--- src/rtl/bcd_serial_collector_if.sv ---
// Serial BCD bit stream in, reassembled digit and packed number out.
interface bcd_serial_collector_if #(
  parameter int unsigned DIGITS = 4
);
  logic                  Bit_In;
  logic                  Bit_Valid;
  logic [1:0]            Phase;
  logic [3:0]            Digit;
  logic                  Digit_Valid;
  logic                  Digit_Err;
  logic                  Err_Sticky;
  logic [4*DIGITS-1:0]   Number;
  logic                  Number_Valid;

  // Upstream side: drives the serial bits, observes the collector.
  modport master (
    output Bit_In, Bit_Valid,
    input  Phase, Digit, Digit_Valid, Digit_Err, Err_Sticky, Number, Number_Valid
  );

  // Collector side.
  modport slave (
    input  Bit_In, Bit_Valid,
    output Phase, Digit, Digit_Valid, Digit_Err, Err_Sticky, Number, Number_Valid
  );
endinterface

--- src/rtl/bcd_serial_collector.sv ---
// Collects LSB-first serial BCD digits, flags non-BCD codes and packs
// DIGITS consecutive valid digits into a multi-digit number.
module bcd_serial_collector #(
  parameter int unsigned DIGITS = 4
) (
  input logic                   Clk,
  input logic                   Rst,
  bcd_serial_collector_if.slave bus_io
);

  localparam int unsigned NumW = 4 * DIGITS;
  localparam int unsigned CntW = $clog2(DIGITS + 1);

  typedef enum logic [1:0] {StB0, StB1, StB2, StB3} phase_e;

  phase_e            phase_q, phase_d;
  logic [2:0]        hold_q, hold_d;
  logic [3:0]        digit_q, digit_d;
  logic              digit_valid_q, digit_valid_d;
  logic              digit_err_q, digit_err_d;
  logic              err_sticky_q, err_sticky_d;
  logic [NumW-1:0]   number_q, number_d;
  logic              number_valid_q, number_valid_d;
  logic [CntW-1:0]   cnt_q, cnt_d;
  logic [3:0]        comp_digit;

  // Digit as it completes on the B3 accepting edge.
  assign comp_digit = {bus_io.Bit_In, hold_q};

  // Next-state: bit capture, digit completion, validity check and packing.
  always_comb begin
    phase_d        = phase_q;
    hold_d         = hold_q;
    digit_d        = digit_q;
    digit_valid_d  = 1'b0;
    digit_err_d    = 1'b0;
    err_sticky_d   = err_sticky_q;
    number_d       = number_q;
    number_valid_d = 1'b0;
    cnt_d          = cnt_q;

    if (bus_io.Bit_Valid) begin
      unique case (phase_q)
        StB0: begin
          hold_d[0] = bus_io.Bit_In;
          phase_d   = StB1;
        end
        StB1: begin
          hold_d[1] = bus_io.Bit_In;
          phase_d   = StB2;
        end
        StB2: begin
          hold_d[2] = bus_io.Bit_In;
          phase_d   = StB3;
        end
        StB3: begin
          phase_d       = StB0;
          digit_d       = comp_digit;
          digit_valid_d = 1'b1;
          if (comp_digit > 4'd9) begin
            // A bad code breaks the run of consecutive digits.
            digit_err_d  = 1'b1;
            err_sticky_d = 1'b1;
            cnt_d        = '0;
          end else begin
            // Truncating the concatenation drops the oldest digit.
            number_d = NumW'({number_q, comp_digit});
            if (cnt_q == CntW'(DIGITS - 1)) begin
              number_valid_d = 1'b1;
              cnt_d          = '0;
            end else begin
              cnt_d = cnt_q + 1'b1;
            end
          end
        end
        default: phase_d = StB0;
      endcase
    end
  end

  // State and registered outputs; synchronous active-low reset.
  always_ff @(posedge Clk) begin
    if (!Rst) begin
      phase_q        <= StB0;
      hold_q         <= '0;
      digit_q        <= '0;
      digit_valid_q  <= 1'b0;
      digit_err_q    <= 1'b0;
      err_sticky_q   <= 1'b0;
      number_q       <= '0;
      number_valid_q <= 1'b0;
      cnt_q          <= '0;
    end else begin
      phase_q        <= phase_d;
      hold_q         <= hold_d;
      digit_q        <= digit_d;
      digit_valid_q  <= digit_valid_d;
      digit_err_q    <= digit_err_d;
      err_sticky_q   <= err_sticky_d;
      number_q       <= number_d;
      number_valid_q <= number_valid_d;
      cnt_q          <= cnt_d;
    end
  end

  assign bus_io.Phase        = phase_q;
  assign bus_io.Digit        = digit_q;
  assign bus_io.Digit_Valid  = digit_valid_q;
  assign bus_io.Digit_Err    = digit_err_q;
  assign bus_io.Err_Sticky   = err_sticky_q;
  assign bus_io.Number       = number_q;
  assign bus_io.Number_Valid = number_valid_q;

endmodule

--- src/flat_wrapper.sv ---
// flat-port wrapper written by rule: the top's interface ports become plain ports
module bcd_serial_collector_flat 
#(
  parameter int unsigned DIGITS = 4
)
  (Clk, Rst, bus_io_Bit_In, bus_io_Bit_Valid, bus_io_Phase, bus_io_Digit, bus_io_Digit_Valid, bus_io_Digit_Err, bus_io_Err_Sticky, bus_io_Number, bus_io_Number_Valid);
  bcd_serial_collector_if #(.DIGITS(DIGITS)) bus_io_i ();
  input logic Clk;
  input logic Rst;
  input wire logic [$bits(bus_io_i.Bit_In)-1:0] bus_io_Bit_In;
  input wire logic [$bits(bus_io_i.Bit_Valid)-1:0] bus_io_Bit_Valid;
  output wire logic [$bits(bus_io_i.Phase)-1:0] bus_io_Phase;
  output wire logic [$bits(bus_io_i.Digit)-1:0] bus_io_Digit;
  output wire logic [$bits(bus_io_i.Digit_Valid)-1:0] bus_io_Digit_Valid;
  output wire logic [$bits(bus_io_i.Digit_Err)-1:0] bus_io_Digit_Err;
  output wire logic [$bits(bus_io_i.Err_Sticky)-1:0] bus_io_Err_Sticky;
  output wire logic [$bits(bus_io_i.Number)-1:0] bus_io_Number;
  output wire logic [$bits(bus_io_i.Number_Valid)-1:0] bus_io_Number_Valid;
  assign bus_io_i.Bit_In = bus_io_Bit_In;
  assign bus_io_i.Bit_Valid = bus_io_Bit_Valid;
  assign bus_io_Phase = bus_io_i.Phase;
  assign bus_io_Digit = bus_io_i.Digit;
  assign bus_io_Digit_Valid = bus_io_i.Digit_Valid;
  assign bus_io_Digit_Err = bus_io_i.Digit_Err;
  assign bus_io_Err_Sticky = bus_io_i.Err_Sticky;
  assign bus_io_Number = bus_io_i.Number;
  assign bus_io_Number_Valid = bus_io_i.Number_Valid;
  bcd_serial_collector #(.DIGITS(DIGITS)) u_core (.Clk(Clk), .Rst(Rst), .bus_io(bus_io_i));
endmodule
--- config.mk ---
export PLATFORM = sky130hd
export DESIGN_NAME = bcd_serial_collector_flat
export DESIGN_NICKNAME = d
export VERILOG_FILES = /design/src/rtl/bcd_serial_collector_if.sv /design/src/rtl/bcd_serial_collector.sv /design/src/flat_wrapper.sv
export SDC_FILE = /design/constraint.sdc
export NUM_CORES = 1
export LEC_CHECK = 0
export CAP_MARGIN = 20
export CORE_MARGIN = 3
export CORE_UTILIZATION = 51
export CTS_BUF_LIST = sky130_fd_sc_hd__clkbuf_16
export DETAILED_ROUTE_END_ITERATION = 8
export PLACE_DENSITY = 0.82
export SLEW_MARGIN = 30
export SYNTH_ARGS = -nofsm -noshare
export SYNTH_HDL_FRONTEND = slang
export SYNTH_SLANG_ARGS = --single-unit
--- constraint.sdc ---
create_clock -name Clk -period 3.1 [get_ports Clk]
set_input_delay 0.93 -clock Clk [delete_from_list [all_inputs] [get_ports Clk]]
set_output_delay 0.93 -clock Clk [all_outputs]
set_load 0.05 [all_outputs]
==> impl_metrics.env, run 1 <==
export IMPL_area_growth_pct=34.0
export IMPL_hold_slack_ns=0.458
export IMPL_rows=17
export IMPL_num_vias=1013
export IMPL_syn_inst=136
export IMPL_r2r_setup_slack_ns=1.58
export IMPL_ys_top_cells_by_count="34 x nand2_1, 32 x dfxtp_1, 14 x mux2i_1"
export IMPL_ys_ff_latch=32
export IMPL_crit_path_max_fanout=5
export IMPL_worst_path_buf_inv=1
export IMPL_cp_required_ns=2.17
export IMPL_final_max_slew_viol_count=0
export IMPL_finalCritPeriodShare_pct=78.4
export IMPL_period_needed_ns=2.43
export IMPL_clock_sinks=32
export IMPL_hp_class="reg2reg"
export IMPL_num_nets_final=175
export IMPL_critPathLaunchType="register"
export IMPL_internal_power_uw=724
export IMPL_first_pass_iters=6
export IMPL_p_seq_share_pct=46.1
export IMPL_drcViolationCount=0
export IMPL_cts_resized=0
export IMPL_met3_length_um=176
export IMPL_ys_seq_area_share_pct=50.7
export IMPL_relSlewSlack_pct=66.3
export IMPL_layout_drive_gt1_share_pct=7.23
export IMPL_cts_tree="done"
export IMPL_portBuffers=29
export IMPL_synthTopCellsByArea="dfxtp_1 51%, mux2i_1 11%, nand2_1 10%"
export IMPL_placed_cell_area_um2=1560
export IMPL_m1WireLength_mm=1.06
export IMPL_synth_area_per_cell_um2=9.28
export IMPL_cts_clk_slew_worst_paths_ns=0.05
export IMPL_synth_edf_count=0
export IMPL_post_cts_buffers=0
export IMPL_design_area_um2=1690
export IMPL_post_drt_via_cell_ratio=5.22
export IMPL_synthesis_nets=145
export IMPL_routed_wl_mm=2.57
export IMPL_fmax_mhz=411
export IMPL_coreArea_um2=2280
export IMPL_crit_arrival_ns=1.50
export IMPL_rsz0062_at_grt="false"
export IMPL_cts_hold_buf=0
export IMPL_worstMarginPinSlew_ns=0.504
export IMPL_yosys_area_top_type_share_pct=50.7
export IMPL_end_kind="primary output"
export IMPL_setup_viol=0
export IMPL_p_total_uw=919
export IMPL_cts_root_buf="clkbuf_16"
export IMPL_slowest_stage="clkdlybuf4s50_1"
export IMPL_ys_async_sr_fraction_pct=0
export IMPL_gp_congestion=0.793
export IMPL_grt_overflow=0
export IMPL_drt_iter0_markers=15
export IMPL_p_leak_uw=0.000702
export IMPL_cp_top_family="buffers and inverters"
export IMPL_ios=30
export IMPL_criticalPathCategory="reg2out"
export IMPL_synth_warnings=0
export IMPL_detail_route_antenna_nets=0
export IMPL_post_synth_top_area_cell="dfxtp_1"
export IMPL_slowest_delay_ns=0.83
export IMPL_antenna_found_initial=0
export IMPL_dr_max_layer_used="met4"
export IMPL_swShare_pct=21.1
export IMPL_grt_pass1_wl_mm=4.44
export IMPL_clock_latency_ns=0.27
export IMPL_pwr_share_comb_pct=6.2
export IMPL_finalSetupTns_ns=0
export IMPL_wl_met2_mm=1.30
export IMPL_yosysMostFrequentCell="nand2_1"
export IMPL_pwr_share_clk_pct=47.7
export IMPL_p_per_area_nw_per_um2=543
export IMPL_hold_viol_final=0
export IMPL_cap_violations=0
export IMPL_grt_pass1_vias=998
export IMPL_dieArea_um2=3110
export IMPL_synthFlopType="dfxtp_1"
export IMPL_path_cells="clkdlybuf4s50_1"
export IMPL_grt_max_degree=24
export IMPL_ir_worst_vdd_mv=0.462
export IMPL_die_w_um=55.8
export IMPL_post_dp_hpwl_mm=1.78
export IMPL_cts_buffer_depth=2
export IMPL_finClkSkew_ns=0.00310
export IMPL_grt_usage_pct=18.2
export IMPL_cts_inserted_buffers=5
export IMPL_htree_levels=2
export IMPL_num_antenna_cells=0
export IMPL_syn_area_um2=1260
export IMPL_p_switching_uw=194
export IMPL_utilization_pct=74.3
export IMPL_routedWlPerCell_um=13.3
export IMPL_die_h_um=55.8
export IMPL_initial_core_util_pct=55.5
export IMPL_status="completed"
export IMPL_synth_cell_types=22
[area by class of cell]
type / count / area (um2)
clock buffer: 5 / 125
clock inverter: 2 / 8.76
fill: 157 / 584
inverter: 4 / 15.0
multi-input combinational: 93 / 569
sequential: 32 / 641
tap: 28 / 35.0
timing repair buffer: 30 / 298
[state kept, by name, indices dropped and copies added (netlist names)]
name	count
u_core.bus_io.Digit	4
u_core.bus_io.Digit_Err	1
u_core.bus_io.Digit_Valid	1
u_core.bus_io.Err_Sticky	1
u_core.bus_io.Number	16
u_core.bus_io.Number_Valid	1
u_core.bus_io.Phase	2
u_core.cnt_q	3
u_core.hold_q	3
[metrics by stage]
stage               setup slack, ns  cells
finish                        0.668    194
global route                  0.627    194
CTS                           0.668    194
detailed placement            0.534    187
global placement              0.590    187
floorplan                      1.39    136
[power groups by stage]
stage	clock [uW]	sequential [uW]	combinational (uW)
after detailed placement	0	431	56.7
after global routing	461	424	62.5
after CTS	441	423	57.2
after floorplan	0	441	28.9
final	438	424	57.0
after global placement	0	431	54.7
[logic make-up (layout without fill, tap and decap cells)]
family / Yosys count / in the layout / share of synthesized area (%)
buffers and inverters: 11 / 41 / 4.16
muxes: 14 / 14 / 11.1
DFF: 32 / 32 / 50.7
AOI/OAI and AO/OA: 21 / 21 / 10.3
adders and majority gates: 5 / 5 / 4.96
and+or+nand+nor: 53 / 53 / 18.7
[cells in the final DEF (no fill, tap or decap)]
cell type        count
inv_2                1
dfxtp_1             32
mux2i_1             14
o21a_1               1
nor4_2               1
nand3_1              5
o21ai_0              4
clkinv_2             1
nor2_1               6
nand2_4              1
and2_1               3
buf_4                1
nand2_1             34
nor3_1               2
a21oi_1             12
o21ai_4              1
clkdlybuf4s50_1     29
and3b_1              1
clkbuf_16            5
ha_1                 5
o41ai_2              1
inv_1                4
o21ai_1              2
[per-layer routing]
layer / track usage (%) / up-vias
met5: 0 / -
li1: - / 511
met1: 20.1 / 468
met2: 31.9 / 28
met4: 6.94 / 0
met3: 6.03 / 6
[path summary, 6_finish.rpt]
path                                  from                        to  depth (start not counted)
hold / removal    u_core.bus_io.Err_Sticky  u_core.bus_io.Err_Sticky                          1
setup / recovery    u_core.bus_io.Phase[0]           bus_io_Phase[0]                          1
hold reg to reg   u_core.bus_io.Err_Sticky  u_core.bus_io.Err_Sticky                          1
setup reg to reg    u_core.bus_io.Phase[0]           u_core.cnt_q[0]                          4
Note: power is estimated with default switching activity, not from simulation.
==> run 2, diff against run 1 <==
--- a/config.mk
+++ b/config.mk
@@ -7,10 +7,10 @@
 export LEC_CHECK = 0
 export CAP_MARGIN = 20
 export CORE_MARGIN = 3
-export CORE_UTILIZATION = 51
+export CORE_UTILIZATION = 43
 export CTS_BUF_LIST = sky130_fd_sc_hd__clkbuf_16
 export DETAILED_ROUTE_END_ITERATION = 8
-export PLACE_DENSITY = 0.82
+export PLACE_DENSITY = 0.73
 export SLEW_MARGIN = 30
 export SYNTH_ARGS = -nofsm -noshare
 export SYNTH_HDL_FRONTEND = slang
==> constraint.sdc (replaced) <==
create_clock -name Clk -period 2.1 [get_ports Clk]
set_input_delay 0.63 -clock Clk [delete_from_list [all_inputs] [get_ports Clk]]
set_output_delay 0.63 -clock Clk [all_outputs]
set_load 0.05 [all_outputs]
==> impl_metrics.env, run 2 (synthesized netlist as in run 1, its figures left out) <==
export IMPL_cts_tree="done"
export IMPL_drt_iter0_markers=24
export IMPL_layout_commonest_cell="nand2_1"
export IMPL_worst_path_buf_inv=1
export IMPL_r2r_cells=5
export IMPL_critPathLaunchType="register"
export IMPL_grt_use_met1_pct=16.3
export IMPL_cts_resized=0
export IMPL_fmax_mhz=488
export IMPL_layoutNonFillerInstCount=202
export IMPL_htree_levels=2
export IMPL_r2r_end="u_core.bus_io.Number[0]"
export IMPL_busiest_layer="met2"
export IMPL_hp_class="reg2reg"
export IMPL_p_per_area_nw_per_um2=860
export IMPL_worstMarginPinSlew_ns=0.510
export IMPL_detail_route_antenna_nets=0
export IMPL_pwr_share_comb_pct=5.8
export IMPL_p_switching_uw=298
export IMPL_grt_pass1_vias=925
export IMPL_internal_power_uw=1200
export IMPL_routed_wl_mm=2.39
export IMPL_cp_top_family="buffers and inverters"
export IMPL_grt_overflow=0
export IMPL_hold_viol_final=0
export IMPL_portBuffers=29
export IMPL_coreArea_um2=2780
export IMPL_ir_worst_vdd_mv=0.802
export IMPL_min_to="u_core.bus_io.Number[12]"
export IMPL_cts_root_buf="clkbuf_16"
export IMPL_most_common_layout_cells="34 x nand2_1, 32 x dfxtp_1, 16 x clkdlybuf4s50_1, 16 x buf_4, 14 x mux2i_1"
export IMPL_pwr_share_clk_pct=52.5
export IMPL_die_w_um=60.2
export IMPL_grt_max_degree=16
export IMPL_period_needed_ns=2.05
export IMPL_grt_usage_pct=15.1
export IMPL_r2r_start="u_core.bus_io.Phase[0]"
export IMPL_initial_core_util_pct=45.4
export IMPL_min_path_cells=2
export IMPL_cp_required_ns=1.47
export IMPL_finClkSkew_ns=0.00592
export IMPL_relSlewSlack_pct=65.9
export IMPL_die_h_um=60.2
export IMPL_finalCritPeriodShare_pct=97.5
export IMPL_p_leak_uw=0.000784
export IMPL_cts_inserted_buffers=5
export IMPL_post_cts_buffers=0
export IMPL_setup_viol=0
export IMPL_crit_path_max_fanout=2
export IMPL_rsz0062_at_grt="false"
export IMPL_cts_clk_slew_worst_paths_ns=0.05
export IMPL_clock_sinks=32
export IMPL_area_growth_pct=37.9
export IMPL_cts_hold_buf=0
export IMPL_path_cells="clkdlybuf4s50_1"
export IMPL_fillers=239
export IMPL_rows=19
export IMPL_crit_arrival_ns=1.42
export IMPL_routedWlPerCell_um=11.8
export IMPL_gp_congestion=0.844
export IMPL_placed_cells=194
export IMPL_p_seq_share_pct=41.7
export IMPL_num_vias=1011
export IMPL_largest_reg_flops=16
export IMPL_grt_util_met2_pct=24.8
export IMPL_dieArea_um2=3620
export IMPL_status="completed"
export IMPL_first_pass_iters=4
export IMPL_final_max_slew_viol_count=0
export IMPL_holdCritStartpoint="u_core.bus_io.Number[12]"
export IMPL_cap_violations=0
export IMPL_use_met3_pct=7.78
export IMPL_antenna_found_initial=0
export IMPL_layout_drive_gt1_share_pct=17.0
export IMPL_r2r_setup_slack_ns=0.81
export IMPL_grt_pass1_wl_mm=3.95
export IMPL_clock_latency_ns=0.27
export IMPL_drcViolationCount=0
export IMPL_slowest_delay_ns=0.81
export IMPL_num_nets_final=179
export IMPL_ios=30
export IMPL_finalSetupTns_ns=0
export IMPL_post_dp_hpwl_mm=1.81
export IMPL_num_antenna_cells=0
export IMPL_cts_buffer_depth=2
export IMPL_post_drt_via_cell_ratio=5.00
export IMPL_end_kind="primary output"
export IMPL_slowest_stage="clkdlybuf4s50_1"
export IMPL_swShare_pct=19.9
export IMPL_criticalPathCategory="reg2out"
[run 2: changes by cell type in the layout (fill, tap and decap cells not counted)]
cell / before / now
buf_4: 1 / 16
dlymetal6s2s_1: 0 / 1
clkdlybuf4s50_1: 29 / 16
bufinv_16: 0 / 1
buf_12: 0 / 1
[run 2: layout make-up]
class	instances	area, um2	share of cell area (%)
Multi-Input combinational cell	93	569	32.7
Inverter	4	15.0	0.863
Clock inverter	3	38.8	2.23
Clock buffer	5	125	7.19
Sequential cell	32	641	36.8
Tap cell	31	38.8	2.23
Timing Repair Buffer	34	313	18.0
[run 2: routing by layer]
layer / wire length, um / vias to the layer above
met3: 199 / 8
li1: - / 523
met4: 65 / 0
met1: 981 / 450
met5: 0 / -
met2: 1140 / 30
[run 2: power by group through the flow]
stage	sequential, uW	combinational (uW)	clock, uW
detailed placement	637	87.7	0
finish	625	87.0	786
global placement	637	84.7	0
global route	626	96.2	829
CTS	624	88.0	803
floorplan	651	42.7	0
[run 2: worst max-delay path by stage]
stage	startpoint	endpoint	slack, ns	cells past startpoint
after floorplan	u_core.bus_io.Phase[1]	u_core.bus_io.Number[10]	0.41	6
after global placement	bus_io_Bit_Valid	u_core.bus_io.Number[2]	0.15	4
after detailed placement	bus_io_Bit_Valid	u_core.bus_io.Number[1]	0.13	4
after CTS	u_core.bus_io.Number[0]	bus_io_Number[0]	0.02	1
after global routing	u_core.bus_io.Number[11]	bus_io_Number[11]	0.02	1
final	u_core.bus_io.Number[5]	bus_io_Number[5]	0.05	1
[run 2: through the flow]
stage | setup WS, ns | cell area [um2] | utilization (%) | total power (uW) | hold WS [ns]
floorplan | 0.413 | 1260 | - | 693 | 0.436
finish | 0.0515 | 1740 | 62.6 | 1500 | 0.456
global placement | 0.154 | 1570 | 56.6 | 721 | 0.448
detailed placement | 0.129 | 1570 | 56.6 | 725 | 0.451
CTS | 0.0179 | 1740 | 62.5 | 1520 | 0.459
global route | 0.0207 | 1740 | 62.6 | 1550 | 0.475
==> run 3, diff against run 2 <==
--- a/config.mk
+++ b/config.mk
@@ -10,6 +10,7 @@
 export CORE_UTILIZATION = 43
 export CTS_BUF_LIST = sky130_fd_sc_hd__clkbuf_16
 export DETAILED_ROUTE_END_ITERATION = 8
+export GPL_ROUTABILITY_DRIVEN = 1
 export PLACE_DENSITY = 0.73
 export SLEW_MARGIN = 30
 export SYNTH_ARGS = -nofsm -noshare
==> results of run 3 <==
The final DEF is identical to that of run 2; final timing and power are the same.
